## config.mk

```make
export PLATFORM = sky130hd
export DESIGN_NAME = mem_stage_lsu
export DESIGN_NICKNAME = d
export VERILOG_FILES = /design/src/rtl/riscv_pkg.sv /design/src/rtl/mem_stage_lsu_load_extend.sv /design/src/rtl/mem_stage_lsu.sv
export SDC_FILE = /design/constraint.sdc
export NUM_CORES = 1
export LEC_CHECK = 0
export ABC_CLOCK_PERIOD_IN_PS = 3000
export CAP_MARGIN = 20
export CORE_AREA = 2 2 113 115
export DETAILED_ROUTE_END_ITERATION = 7
export DIE_AREA = 0 0 115 117
export PLACE_DENSITY_LB_ADDON = 0.1
export SYNTH_ARGS = -nofsm -noshare
export SYNTH_HDL_FRONTEND = slang
export SYNTH_SLANG_ARGS = --single-unit
```

## constraint.sdc

```tcl
create_clock -name clk -period 3 [get_ports clk]
set_input_delay 0.3 -clock clk [delete_from_list [all_inputs] [get_ports clk]]
set_output_delay 0.3 -clock clk [all_outputs]
set_load 0.05 [all_outputs]
```

## src/rtl/riscv_pkg.sv

```systemverilog
// Shared core definitions: funct3 access-size codes
// and the load/store unit FSM state type.
package riscv_pkg;

  localparam logic [2:0] F3_B  = 3'b000;
  localparam logic [2:0] F3_H  = 3'b001;
  localparam logic [2:0] F3_W  = 3'b010;
  localparam logic [2:0] F3_BU = 3'b100;
  localparam logic [2:0] F3_HU = 3'b101;

  typedef enum logic {
    IDLE,
    WAIT
  } lsu_state_t;

endpackage

```

## src/rtl/mem_stage_lsu_load_extend.sv

```systemverilog
// Load lane select and sign/zero extension.
// Purely combinational; unknown sizes return zero.
import riscv_pkg::*;

module load_extend (
  input  logic [2:0]  funct3,
  input  logic [1:0]  off,
  input  logic [31:0] rdata,
  output logic [31:0] result
);

  logic [7:0]  b;
  logic [15:0] h;

  // pick the addressed lane, then widen it
  always_comb begin
    b = rdata[{off, 3'b000} +: 8];
    h = off[1] ? rdata[31:16] : rdata[15:0];
    unique case (funct3)
      F3_B:    result = {{24{b[7]}}, b};
      F3_H:    result = {{16{h[15]}}, h};
      F3_W:    result = rdata;
      F3_BU:   result = {24'b0, b};
      F3_HU:   result = {16'b0, h};
      default: result = 32'b0;
    endcase
  end

endmodule

```

## src/rtl/mem_stage_lsu.sv

```systemverilog
// MEM-stage load/store unit: dmem handshake, store
// alignment, load extension, stall and bubble gating.
import riscv_pkg::*;

module mem_stage_lsu #(
  parameter int MAX_WAIT = 255,
  parameter int CNT_W    = 8
) (
  input  logic        clk,
  input  logic        reset,
  input  logic        MemReadM,
  input  logic        MemWriteM,
  input  logic [2:0]  funct3M,
  input  logic [31:0] ALUResultM,
  input  logic [31:0] WriteDataM,
  input  logic        RegWriteM,
  output logic        RegWriteMO,
  output logic [31:0] ReadDataM,
  output logic        StallM,
  output logic        MisalignM,
  output logic        BusErrM,
  output logic        dmem_req,
  output logic        dmem_we,
  output logic [31:0] dmem_addr,
  output logic [3:0]  dmem_be,
  output logic [31:0] dmem_wdata,
  input  logic [31:0] dmem_rdata,
  input  logic        dmem_ready
);

  lsu_state_t state;
  logic [CNT_W-1:0] cnt;
  logic [29:0] r_addr;
  logic [1:0]  r_off;
  logic [3:0]  r_be;
  logic [31:0] r_wdata;
  logic        r_we;
  logic [2:0]  r_f3;

  logic        access;
  logic        bad;
  logic        legal;
  logic        idle;
  logic        tmo;
  logic        done;
  logic [3:0]  be_in;
  logic [31:0] wd_in;
  logic [2:0]  x_f3;
  logic [1:0]  x_off;
  logic [31:0] ext;

  assign access = MemReadM | MemWriteM;
  assign idle   = (state == IDLE);

  // size/alignment legality of the incoming access
  always_comb begin
    bad = 1'b0;
    unique case (funct3M)
      F3_B, F3_BU: bad = 1'b0;
      F3_H, F3_HU: bad = ALUResultM[0];
      F3_W:        bad = |ALUResultM[1:0];
      default:     bad = 1'b1;
    endcase
    if (MemWriteM && funct3M[2])
      bad = 1'b1;
  end

  assign legal = access & ~bad;

  // byte enables and lane-replicated store data
  always_comb begin
    unique case (funct3M[1:0])
      2'b00: begin
        be_in = 4'b0001 << ALUResultM[1:0];
        wd_in = {4{WriteDataM[7:0]}};
      end
      2'b01: begin
        be_in = 4'b0011 << ALUResultM[1:0];
        wd_in = {2{WriteDataM[15:0]}};
      end
      default: begin
        be_in = 4'b1111;
        wd_in = WriteDataM;
      end
    endcase
  end

  // timeout on the last permitted wait cycle
  assign tmo = ~idle &
               (cnt == CNT_W'(MAX_WAIT - 1));

  assign dmem_req   = idle ? legal : ~tmo;
  assign dmem_we    = idle ? MemWriteM : r_we;
  assign dmem_addr  = idle ?
                      {ALUResultM[31:2], 2'b00} :
                      {r_addr, 2'b00};
  assign dmem_be    = idle ? be_in : r_be;
  assign dmem_wdata = idle ? wd_in : r_wdata;

  assign x_f3  = idle ? funct3M : r_f3;
  assign x_off = idle ? ALUResultM[1:0] : r_off;

  load_extend u_ext (
    .funct3 (x_f3),
    .off    (x_off),
    .rdata  (dmem_rdata),
    .result (ext)
  );

  assign done       = dmem_req & dmem_ready;
  assign StallM     = dmem_req & ~dmem_ready;
  assign MisalignM  = idle & access & bad;
  assign BusErrM    = tmo;
  assign RegWriteMO = RegWriteM & ~StallM &
                      ~MisalignM & ~BusErrM;
  assign ReadDataM  = (done & ~dmem_we) ?
                      ext : 32'b0;

  // request latch, wait counter and state sequencing
  always_ff @(posedge clk) begin
    if (reset) begin
      state   <= IDLE;
      cnt     <= '0;
      r_addr  <= '0;
      r_off   <= '0;
      r_be    <= '0;
      r_wdata <= '0;
      r_we    <= 1'b0;
      r_f3    <= '0;
    end else begin
      unique case (state)
        IDLE: begin
          if (legal && !dmem_ready) begin
            state   <= WAIT;
            cnt     <= '0;
            r_addr  <= ALUResultM[31:2];
            r_off   <= ALUResultM[1:0];
            r_be    <= be_in;
            r_wdata <= wd_in;
            r_we    <= MemWriteM;
            r_f3    <= funct3M;
          end
        end
        WAIT: begin
          if (tmo || dmem_ready)
            state <= IDLE;
          else
            cnt <= cnt + CNT_W'(1);
        end
        default: state <= IDLE;
      endcase
    end
  end

endmodule

```

; Word-level counts from Yosys, hierarchy flattened
; Index checks and enable logic that the tools add are counted.
[classes]
n_mux = 20
n_shift = 3
bitwise_logic = 18
add_sub_neg = 1
n_reduce_logical = 12
eq_ne = 12
[op_table]
columns = cell, n
row1 = case mux 32 bit (5 select lines), 1
row2 = 2-to-1 mux 32 bit, 3
row3 = case mux 32 bit (2 select lines), 1
row4 = variable part select 32 x 6 -> 8 bit, 1
row5 = 2-to-1 mux 16 bit, 1
row6 = 2-to-1 mux 8 bit, 2
row7 = case mux 8 bit (2 select lines), 1
row8 = == test 3 bit (second input constant), 4
row9 = AND 1 bit, 10
row10 = adder 8 x 1 -> 8 bit (second input constant), 1
row11 = == test 8 bit (second input constant), 1
row12 = case mux 4 bit (2 select lines), 1
row13 = NOT 1 bit, 7
row14 = == test 3 x 1 -> 1 bit (second input constant), 2
row15 = == test 3 x 2 -> 1 bit (second input constant), 2
row16 = logical NOT 3 bit, 2
row17 = OR reduction 2 bit, 3
row18 = 2-to-1 mux 1 bit, 5
row19 = 2-to-1 mux 4 bit, 1
row20 = AND reduction 2 bit, 2
row21 = << shifter 1 x 2 -> 4 bit (first input constant), 1
row22 = << shifter 2 x 2 -> 4 bit (first input constant), 1
row23 = 2-to-1 mux 3 bit, 1
row24 = case mux 1 bit (3 select lines), 1
row25 = 10 further kinds, 11
[totals]
in_bits = 105
wordCells = 74
out_inout_bits = 106
ff_bits = 81

; Logic depth before layout (Yosys ltp)
[logic_depth]
ltp_word = 12
mapped_depth = 8
depth_no_buf = 6

; Modules after synthesis
; From an unflattened synthesis, not the netlist that was laid out.
[hier_totals]
hier_cells = 684
area_unflattened_um2 = 5471.5
[by_module_without_submodules]
columns = module, n_inst, area_per_inst_um2, seq_area_each_um2, cells_per_inst
row1 = mem_stage_lsu, 1, 4709.5, 1621.6, 576
row2 = load_extend, 1, 762.0, 0.0, 108

; Least setup slack after synthesis
; Ideal clock, no wire load.
[synth_timing]
kind = reg2out
start = register state
end = output port RegWriteMO
path_buffers = 4
path_slack_ns = -0.626
t_required_ns = 2.700
path_stages_with_launch = 7
t_arrival_ns = 3.326
path_cell_list = dfxtp_1 buf_2 buf_2 clkbuf_1 buf_2 nor4_1 nor4b_1
[synth_between]
elab_cells_between_ends = 12
classes_between = mux: 1 / bitwise: 11
[synth_lines]
columns = item, line
row1 = from (decl), mem_stage_lsu.sv:31  ; lsu_state_t state;
row2 = from (signal assigned), mem_stage_lsu.sv:122  ; state <= IDLE;
row3 = from (signal assigned), mem_stage_lsu.sv:134  ; state <= WAIT;
row4 = from (signal assigned), mem_stage_lsu.sv:146  ; state <= IDLE;
row5 = NOT 1 bit (no source line), --
row6 = AND 1 bit (2 in a row), mem_stage_lsu.sv:112  ; assign MisalignM = idle & access & bad;
row7 = via MisalignM, mem_stage_lsu.sv:20  ; output logic MisalignM,
row8 = NOT 1 bit, mem_stage_lsu.sv:115  ; ~MisalignM & ~BusErrM;
row9 = AND 1 bit, mem_stage_lsu.sv:114  ; assign RegWriteMO = RegWriteM & ~StallM &
row10 = AND 1 bit, mem_stage_lsu.sv:115
row11 = to (decl), mem_stage_lsu.sv:17  ; output logic RegWriteMO,
; The timed path passes the listed nets, and every way through them passes these cells.

; Worst setup path after layout
[layout_timing]
start = input port ALUResultM[0]
end = output port ReadDataM[7]
[layout_between]
elab_chain_len = 9
elab_cells_between_ends = 12
classes_between = shift: 1 / mux: 6 / bitwise: 4 / reduce/logical: 1
[layout_rtl]
columns = item, line
row1 = from (decl), mem_stage_lsu.sv:14  ; input logic [31:0] ALUResultM,
row2 = branches (longest 8 deep; another with variable part select 32 x 6 -> 8 bit), --
row3 = 2-to-1 mux 32 bit *, mem_stage_lsu.sv:116  ; assign ReadDataM = (done & ~dmem_we) ?
row4 = to (decl), mem_stage_lsu.sv:18  ; output logic [31:0] ReadDataM,
; Mark *: on every way between the ends.

==> reports/metrics.cfg <==
[route]
firstDrtPassIters=5
drc_errors=0
dr_total_vias=5580
wirelength_um=16400
via_per_inst=5.48
drtIter0Drc=379
wl_per_cell_um=16.1
ant_nets=0

[synthesis]
ys_dominant_reg_cell=dfxtp_1
yosysUniqueCellTypes=57
yosys_warnings=0
synth_edf_count=0
syn_area_mm2=0.00524
seq_area_frac_synth_pct=30.9
avgSynthCellArea_um2=7.82
synth-seq-cells=81
syn_inst=670
ys_async_sr_fraction_pct=0

[power_and_ir_drop]
internal_power_mw=2.41
p_sw_mw=1.12
irDropWorstVdd_mv=0.286
power_frac_clock_pct=35.7
p_leak_nw=2.96
power_density_mw_per_mm2=427
seqPwrFrac_pct=32.3
p_comb_share_pct=32.0
switching_share_pct=31.7

[critical_path]
path_delay_family=buffers and inverters
cpPeakStageDelay_ns=0.52
crit_type=input pin to primary output
cp_data_required_time_ns=2.70
worst-path-buf-inv=4
worstPathMaxFanout=32
cpMaxStageDelayCell=clkdlybuf4s50_1
reg2reg_slack_ns=0.87
cp-end-kind=primary output
cp-start-kind=input pin
critical_path_arrival_ns=2.54
crit_top_cell=buf_4
path_cells=clkdlybuf4s50_1 -> buf_4 -> nor4_2 -> nor3_1 -> or3_1 -> buf_4 -> a31oi_1 -> buf_12

[die]
start_util_pct=42.6
coreArea_mm2=0.0123
die_w_um=115
die_y_um=117
std_cell_rows=41
die-area_mm2=0.0135
io_pins=211

[grt]
grt.total_usage_pct=24.0
overflow=0
grt_pass1_vias=5348
grt_pass1_wl_um=26100
antenna_found_initial=0
grt_start_max_net_pins=44

[finish]
layout_commonest_cell=nand2_1
drive_gt1_share_pct=18.8
final_cell_area_mm2=0.00828
nets=970
most-common-layout-cells=nand2_1, clkdlybuf4s50_1, dfxtp_1, a21oi_1, mux2_1
diodes=0
area_growth_pct=58.1

[sta]
report.final.hold_viol_count=0
worstMarginPinSlew_ns=0.884
slew_headroom_pct=41.0
fin_crit_sh_pct=94.8
min_period_ns=2.84
finClkSkew_ns=0.00902
rsz0062_at_grt=false
setup_violations=0
finalSetupTns_ns=0
final_max_slew_viol_count=0
fmax_ghz=0.352

[clocking]
cts_tree=yes
ctsLongestPathBuffers=2
clockRootBuffer=clkbuf_16
htreeDepth=3
cts_sinks=81
cts_hold_buf=0
clkLatencyLatePin_ns=0.34
clkTransAtPathRegs_ns=0.06
cts_buffers=9

[min_path]
hold_class=register to register

[flow_run]
maxCapViolations=0

[place]
dp_hpwl_um=12200
placed_area_mm2=0.00791
io_buffers=208
gp_congestion=0.912

[status]
status=finished clean

==> state kept, by name (all words and copies together), names as in the netlist <==
signal and cells:
state 1, cnt 8, r_addr 30, r_be 4, r_f3 3, r_wdata 32
r_off 2, r_we 1
==> power by group through the flow <==
| stage | clock network, mW | logic (mW) | registers, mW |
|---|---|---|---|
| after floorplan | 0 | 0.663 | 1.16 |
| after global placement | 0 | 1.11 | 1.17 |
| after detailed placement | 0 | 1.12 | 1.17 |
| after CTS | 1.28 | 1.13 | 1.14 |
| after global routing | 1.33 | 1.20 | 1.15 |
| final | 1.26 | 1.13 | 1.14 |
==> worst reg2reg max path: stages (launching register included) <==
cell	delay (ns)
dfxtp_4	0.50
buf_4	0.33
nand4_1	0.21
o32ai_1	0.27
buf_4	0.24
nor3_2	0.06
buf_4	0.17
a311oi_1	0.27
==> final cells by class <==
type                    count  area (um2)
clock inverters             7         118
clock buffers               9         225
inverters                   5        18.8
well taps                 150         188
fillers                  1034        4030
repair buffers            239        2770
flip-flops and latches     81        1630
multi-input cells         527        3340
==> repair_timing <==
item	4_1_cts	5_1_grt
resized for setup	0	3
endpoints found under the hold margin	0	0
setup endpoints to repair	8	31
buffers inserted	1	0
==> metal layers <==
| layer | wire length, um | track usage [%] | vias up | part of all wire [%] |
|---|---|---|---|---|
| met5 | 0 | 0 | - | 0 |
| met4 | 351 | 8.59 | 0 | 2.1 |
| met3 | 1050 | 4.17 | 25 | 6.4 |
| met2 | 7890 | 40.7 | 201 | 48 |
| met1 | 7070 | 30.9 | 2605 | 43 |
| li1 | - | - | 2749 | - |
==> Yosys cell counts (all sizes together), types with 2 or more instances <==
cell type | n | area, um2
o21a | 3 | 22.5
nor4 | 6 | 37.5
nor3 | 17 | 125
a21oi | 80 | 412
a311oi | 2 | 17.5
nand3 | 3 | 15.0
a22oi | 7 | 52.6
mux2i | 17 | 174
a31oi | 24 | 150
nand3b | 3 | 22.5
o31ai | 3 | 22.5
or3 | 3 | 18.8
a211oi | 2 | 15.0
or3b | 2 | 17.5
dfxtp | 81 | 1620
nand4 | 2 | 12.5
nor4b | 2 | 17.5
nand2b | 4 | 25.0
nor2 | 44 | 165
and2 | 9 | 56.3
nand2 | 152 | 571
o21ai | 30 | 150
clkbuf | 34 | 128
mux2 | 80 | 901
a2bb2oi | 2 | 17.5
o32ai | 2 | 17.5
inv | 5 | 18.8
nor2b | 3 | 18.8
nor3b | 2 | 15.0
o21bai | 2 | 15.0
o21ba | 2 | 20.0
buf | 24 | 169
ha | 2 | 25.0
==> stage by stage <==
stage | util (%) | hold slack [ns] | cells | power (mW) | setup slack, ns
3_5_place_dp | 64.3 | 0.447 | 1001 | 2.29 | 0.131
4_1_cts | 67.2 | 0.457 | 1018 | 3.56 | 0.117
6_report | 67.3 | 0.454 | 1018 | 3.54 | 0.156
5_1_grt | 67.3 | 0.470 | 1018 | 3.67 | 0.0253
2_1_floorplan | - | 0.434 | 671 | 1.82 | 0.161
3_3_place_gp | 64.3 | 0.440 | 1001 | 2.28 | 0.219
==> kinds of logic after synthesis <==
family | after synthesis | synth area share (%)
DFF | 81 | 30.9
AOI/OAI and AO/OA | 169 | 19.5
other | 1 | 0.0715
buffers and inverters | 63 | 6.02
and+or+nand+nor | 256 | 22.1
muxes | 98 | 20.9
adders and majority gates | 2 | 0.477
==> worst paths after layout <==
path / from / endpoint / cells after the start
worst max-delay path: ALUResultM[0] / ReadDataM[7] / 8
worst min-delay path: r_be[0] / r_be[0] / 2
worst max register to register: state / cnt[3] / 7
worst min register to register: r_be[0] / r_be[0] / 2
Power figures use the tool's default switching activity.
